**src/rtl/mask_bit_scan16.sv**
```systemverilog
// Sequential mask decoder: accepts a 16-bit word and emits the index of each
// set bit, lowest first, clearing one bit per output handshake.
module mask_bit_scan16 (
    input  logic        clk,
    input  logic        rst,
    input  logic        in_valid,
    output logic        in_ready,
    input  logic [15:0] in_word,
    output logic        out_valid,
    input  logic        out_ready,
    output logic [3:0]  out_idx,
    output logic        out_last,
    output logic [4:0]  bit_count,
    output logic        done
);

    typedef enum logic {
        IDLE,
        SCAN
    } state_t;

    state_t      r_state;
    state_t      w_nextState;
    logic [15:0] r_word;
    logic [4:0]  r_count;
    logic        r_done;

    logic [15:0] w_clear;
    logic [3:0]  w_lowIdx;
    logic [4:0]  w_popCount;
    logic        w_accept;
    logic        w_take;

    assign w_clear = r_word & (r_word - 16'd1);

    always_comb begin
        w_lowIdx = 4'd0;
        for (int i = 15; i >= 0; i--) begin
            if (r_word[i]) begin
                w_lowIdx = 4'(i);
            end
        end
    end

    always_comb begin
        w_popCount = 5'd0;
        for (int i = 0; i < 16; i++) begin
            w_popCount = w_popCount + 5'(in_word[i]);
        end
    end

    always_ff @(posedge clk) begin
        if (rst) begin
            r_state <= IDLE;
        end else begin
            r_state <= w_nextState;
        end
    end

    // Handshake flags depend only on state, never on in_valid/out_ready.
    always_comb begin
        w_nextState = r_state;
        in_ready    = 1'b0;
        out_valid   = 1'b0;
        out_last    = 1'b0;
        w_accept    = 1'b0;
        w_take      = 1'b0;
        case (r_state)
            IDLE: begin
                in_ready = 1'b1;
                w_accept = in_valid;
                if (in_valid && (in_word != 16'd0)) begin
                    w_nextState = SCAN;
                end
            end
            SCAN: begin
                out_valid = 1'b1;
                out_last  = (w_clear == 16'd0);
                w_take    = out_ready;
                if (out_ready && (w_clear == 16'd0)) begin
                    w_nextState = IDLE;
                end
            end
            default: begin
                w_nextState = IDLE;
            end
        endcase
    end

    always_ff @(posedge clk) begin
        if (rst) begin
            r_word  <= 16'd0;
            r_count <= 5'd0;
            r_done  <= 1'b0;
        end else begin
            r_done <= 1'b0;
            if (w_accept) begin
                r_word  <= in_word;
                r_count <= w_popCount;
                if (in_word == 16'd0) begin
                    r_done <= 1'b1;
                end
            end else if (w_take) begin
                r_word <= w_clear;
                if (w_clear == 16'd0) begin
                    r_done <= 1'b1;
                end
            end
        end
    end

    assign out_idx   = w_lowIdx;
    assign bit_count = r_count;
    assign done      = r_done;

endmodule

```
**config.mk**
```make
export PLATFORM = sky130hd
export DESIGN_NAME = mask_bit_scan16
export DESIGN_NICKNAME = d
export VERILOG_FILES = /design/src/rtl/mask_bit_scan16.sv
export SDC_FILE = /design/constraint.sdc
export NUM_CORES = 1
export LEC_CHECK = 0
export CAP_MARGIN = 20
export CELL_PAD_IN_SITES_DETAIL_PLACEMENT = 1
export CELL_PAD_IN_SITES_GLOBAL_PLACEMENT = 1
export CORE_UTILIZATION = 34
export DETAILED_ROUTE_END_ITERATION = 8
export PLACE_DENSITY_LB_ADDON = 0.1
export RECOVER_POWER = 100
export SLEW_MARGIN = 20
export SYNTH_ARGS = -nofsm -noshare
export SYNTH_HDL_FRONTEND = slang
export SYNTH_SLANG_ARGS = --single-unit
```
**constraint.sdc**
```tcl
create_clock -name clk -period 4.07 [get_ports clk]
set_clock_uncertainty 0.05 [all_clocks]
set_input_delay 0.814 -clock clk [delete_from_list [all_inputs] [get_ports clk]]
set_output_delay 0.814 -clock clk [all_outputs]
set_load 0.01 [all_outputs]
```
* After elaboration in Yosys (flattened, before gate mapping) *
Index checks and enable logic that the tools add are counted.

operators by class
  add/subtract/negate cells = 16
  multiplexer cells = 30
  bitwise logic cells = 2
  reductions and logical operators = 6

operators with widths
  operator                                                               count
  4-bit 2-to-1 mux                                                       16
  5-bit by 1-bit adder with 5-bit output                                 11
  16-bit zero test                                                       2
  16-bit 2-to-1 mux                                                      2
  16-bit bitwise AND                                                     1
  16-bit nonzero test                                                    1
  16-bit by 1-bit subtractor with 16-bit output (second input constant)  1
  1-bit 2-to-1 mux                                                       11
  4-bit by 1-bit adder with 5-bit output                                 1
  3-bit by 1-bit adder with 4-bit output                                 1
  2-bit by 1-bit adder with 3-bit output                                 1
  1-bit by 1-bit adder with 2-bit output                                 1
  1-bit logical AND                                                      2
  1-bit one-hot mux with 2 select lines                                  1
  2-bit nonzero test                                                     1
  1-bit inverter                                                         1

storage, ports and cells
  register bits = 23
  output and inout port bits = 13

* Depth between registers and ports, before layout *
Gate-level depths: netlist of the first run.

  depth after elaboration = 16
  depth in mapped cells = 14

* Worst setup path before layout of the first run *
Ideal clock, no wire load.

  path kind = input -> register
  from = input port in_word[0]
  to = register r_count[3] (netlist: bit_count[3])
  setup time = 70 ps
  arrival = 3795 ps
  setup slack = 154 ps
  cell stages on the path = 12
  buffers on the path = 0
  cells stage by stage = inv_1 > fa_1 > fa_1 > fa_1 > fa_1 > inv_1 > ha_1 > a21o_1 > a21oi_1 > xnor2_1 > nand2_1 > a21oi_1

between the ends
  longest elaborated chain between the ends = 15

ends and longest elaborated chain
  what                                                  RTL line  source
  start, declared                                       8         input logic [15:0] in_word,
  1-bit by 1-bit adder with 2-bit output                48        w_popCount = w_popCount + 5'(in_word[i]);
  2-bit by 1-bit adder with 3-bit output                48
  3-bit by 1-bit adder with 4-bit output                48
  4-bit by 1-bit adder with 5-bit output                48
  5-bit by 1-bit adder with 5-bit output (11 in a row)  48
  end signal, assigned                                  99        r_count <= w_popCount;
  end, declared                                         25        logic [4:0] r_count;

Every way passes these cells.
A chain may end at the register's enable or synchronous reset.

* Final worst setup path of the first run *
  from = input port in_word[15]
  to = register r_count[2] (netlist: bit_count[2])

between the ends
  longest elaborated chain between the ends = 1

ends and longest elaborated chain
  what                                    RTL line
  5-bit by 1-bit adder with 5-bit output  48

Every way passes these cells.

==> results.json, run 1 <==
{
  "status": "finished clean",
  "placedCellCount": 330,
  "grt_remaining_overflow": 0,
  "worstSetupPathType": "in -> reg",
  "synth.distinct_cells": 45,
  "cp_slowest_stage_delay_ps": 560,
  "synth_flop_cell": "dfxtp_1",
  "synth.avg_cell_area_sq_um": 7.72,
  "synthesis.area_sq_um": 1710,
  "final_antenna_net_count": 0,
  "synth_top_area_cell": "dfxtp_1",
  "grt_pass1_vias": 1720,
  "hp-class": "reg -> reg",
  "powerDensity_nw_per_um2": 384,
  "htreeDepth": 1,
  "crit_family": "adder cells",
  "viasPerCell": 5.15,
  "synth-edff-count": 0,
  "netlist_instances": 221,
  "syn_nets": 257,
  "crit_chain": "clkdlybuf4s15_1 > inv_2 > fa_1 > fa_1 > fa_2 > fa_1 > inv_2 > ha_4 > inv_2 > fa_2 > nor2b_2 > nor2_1 > o21ai_1 > a21oi_1",
  "worst_pin_slew_ps": 892,
  "drc": 0,
  "first_pass_iters": 4,
  "dp_slack_ps": -563,
  "critPathBufInv": 4,
  "nNetsFinal": 304,
  "tritoncts": "built",
  "die_w_um": 72.9,
  "die_h_um": 72.9,
  "final_max_slew_viol_count": 0,
  "area_growth_pct": 32.0,
  "cts_sinks": 23,
  "synth_top_area_share_pct": 27.0,
  "n_antenna_cell": 0,
  "start_util_pct": 35.7,
  "layout.cells.non_filler": 334,
  "async_flop_share_pct": 0,
  "ys_top_cells_by_area": "dfxtp_1 (27%), fa_1 (12%), a21oi_1 (6.7%)",
  "worstPathArrival_ps": 4020,
  "hold_viol": 0,
  "port_buffers": 32,
  "via_count": 1720,
  "wl_um": 4980,
  "period_minus_slack_ps": 3950,
  "grt_usage_pct": 20.8,
  "antenna_found_initial": 0,
  "core_area_sq_um": 4790,
  "ir_drop_uv": 190,
  "cts-root-buf": "clkbuf_8",
  "fp-row-count": 25,
  "postCtsHoldBufs": 0,
  "cp-end-kind": "register",
  "maxCapViolations": 0,
  "crit_slowest_cell": "fa_1",
  "clk_latency_ps": 260,
  "ys_ff_latch": 23,
  "drt-initial-drc-count": 83,
  "hpwlAfterDp_um": 3930,
  "r2r_slack_ps": 1620,
  "path_max_fanout": 2,
  "p_leak_nw": 0.973,
  "io_pins": 33,
  "fin_crit_sh_pct": 97.0,
  "cts_setup_buffers": 0,
  "detail_route.wl_per_cell_um": 14.9,
  "clk_pin_slew_ps": 90,
  "globalplace.congestion": 0.746,
  "setup_violations": 0,
  "clk_path_buf_depth": 2,
  "critPathLaunchType": "input port",
  "grt_pass1_wl_um": 8350,
  "ys_warn_count": 0,
  "setup_ws_ps": 122,
  "die-area_sq_um": 5310,
  "max-slew-margin-rel_pct": 40.3,
  "cts_buffers": 3,
  "ys_seq_area_share_pct": 27.0,
  "grt_max_degree": 24,
  "fmax_mhz": 253,
  "critical_path_required_ps": 4140,
  "fill_cells": 594,
  "layout-drive-gt1-share_pct": 18.0
}
## cells by family after synthesis
group / share of synthesized area, %
fa+ha+maj: 17.3
compound gates: 22.4
buf+inv: 10.5
flops: 27.0
simple gates: 22.4
xor+xnor: 0.513
## sequential cells by signal, summed over array words and instances, names as in the netlist
register,cells
r_word,16
bit_count,5
done,1
r_state,1
## where the power goes
| part | internal (mW) | leakage [nW] | total [mW] | switching (mW) |
|---|---|---|---|---|
| logic | 0.223 | 0.759 | 0.451 | 0.228 |
| clock network | 0.0684 | 0.0255 | 0.143 | 0.0749 |
| registers | 0.249 | 0.189 | 0.271 | 0.0215 |
| total | 0.540 | 0.973 | 0.865 | 0.324 |
## through the flow
stage	power, mW	utilization, %	TNS [ps]	hold WS (ps)	area, sq um
detailed placement	0.708	46.1	-1970	398	2210
CTS	0.869	47.0	0	410	2250
finish	0.865	47.1	0	408	2250
floorplan	0.537	-	0	426	1710
global placement	0.697	46.1	-1780	394	2210
global route	0.941	47.1	-10.0	429	2250
## area by class of cell
| type | instances | area [sq um] | share of cell area (%) |
|---|---|---|---|
| flip-flops and latches | 23 | 460 | 20.4 |
| multi-input cells | 157 | 1100 | 48.6 |
| clock inverters | 1 | 5.00 | 0.222 |
| inverters | 29 | 109 | 4.83 |
| repair buffers | 54 | 458 | 20.3 |
| clock buffers | 3 | 41.3 | 1.83 |
| well taps | 67 | 83.8 | 3.72 |
## per-layer routing
metal,global-route usage [%],share of wire (%),vias up
met2,35.9,50,22
met1,27.9,48,839
met4,5.88,0.58,0
met3,1.66,1.7,2
li1,-,-,857
met5,0,0,-
## cell usage in the layout (no fill, tap or decap), drive strengths merged, types with 2 or more instances in the layout
cell	count
ha	6
and2	3
a2111oi	2
nand2	27
inv	29
or3	2
o41ai	2
a22oi	3
nor2	19
dlygate4sd2	2
buf	22
a211oi	3
dfxtp	23
nor4	6
o21ai	6
nor3	6
fa	10
clkbuf	8
clkdlybuf4s15	2
maj3	2
a21oi	23
nand3	7
o211ai	6
or4	2
nor2b	3
dlygate4sd3	9
o31ai	2
clkdlybuf4s50	14
## worst paths after layout
path	end	from	cells past startpoint
setup / recovery	bit_count[2]	in_word[15]	14
hold reg to reg	bit_count[4]	bit_count[4]	2
hold / removal	bit_count[4]	bit_count[4]	2
setup reg to reg	r_state	r_word[2]	6
## what timing repair did
action,CTS,global route
resized for setup,19,18
pin swaps,8,9
endpoints found under the setup margin,4,4
## tightest hold or removal path, stage by stage (launching register included)
cell     delay [ps]
dfxtp_1         310
nand2_1          50
a21oi_1          50
## cell usage after synthesis, types with 2 or more instances
cell / number
inv_1: 29
nand2_1: 27
a21oi_1: 23
dfxtp_1: 23
nor2_1: 19
fa_1: 10
clkbuf_1: 7
nand3_1: 7
ha_1: 6
nor3_1: 6
o211ai_1: 6
o21ai_0: 6
nor4_1: 5
a211oi_1: 3
a22oi_1: 3
buf_6: 3
nor2b_1: 3
a2111oi_0: 2
and2_1: 2
buf_2: 2
maj3_1: 2
o31ai_1: 2
or3_1: 2
or4_1: 2
Power figures use the tool's default switching activity.
==> run 2: changes to the inputs <==
CTS_CLUSTER_DIAMETER = 60   (was not set)
==> results of run 2 <==
No change in the layout: final DEF, timing and power equal those of run 1.
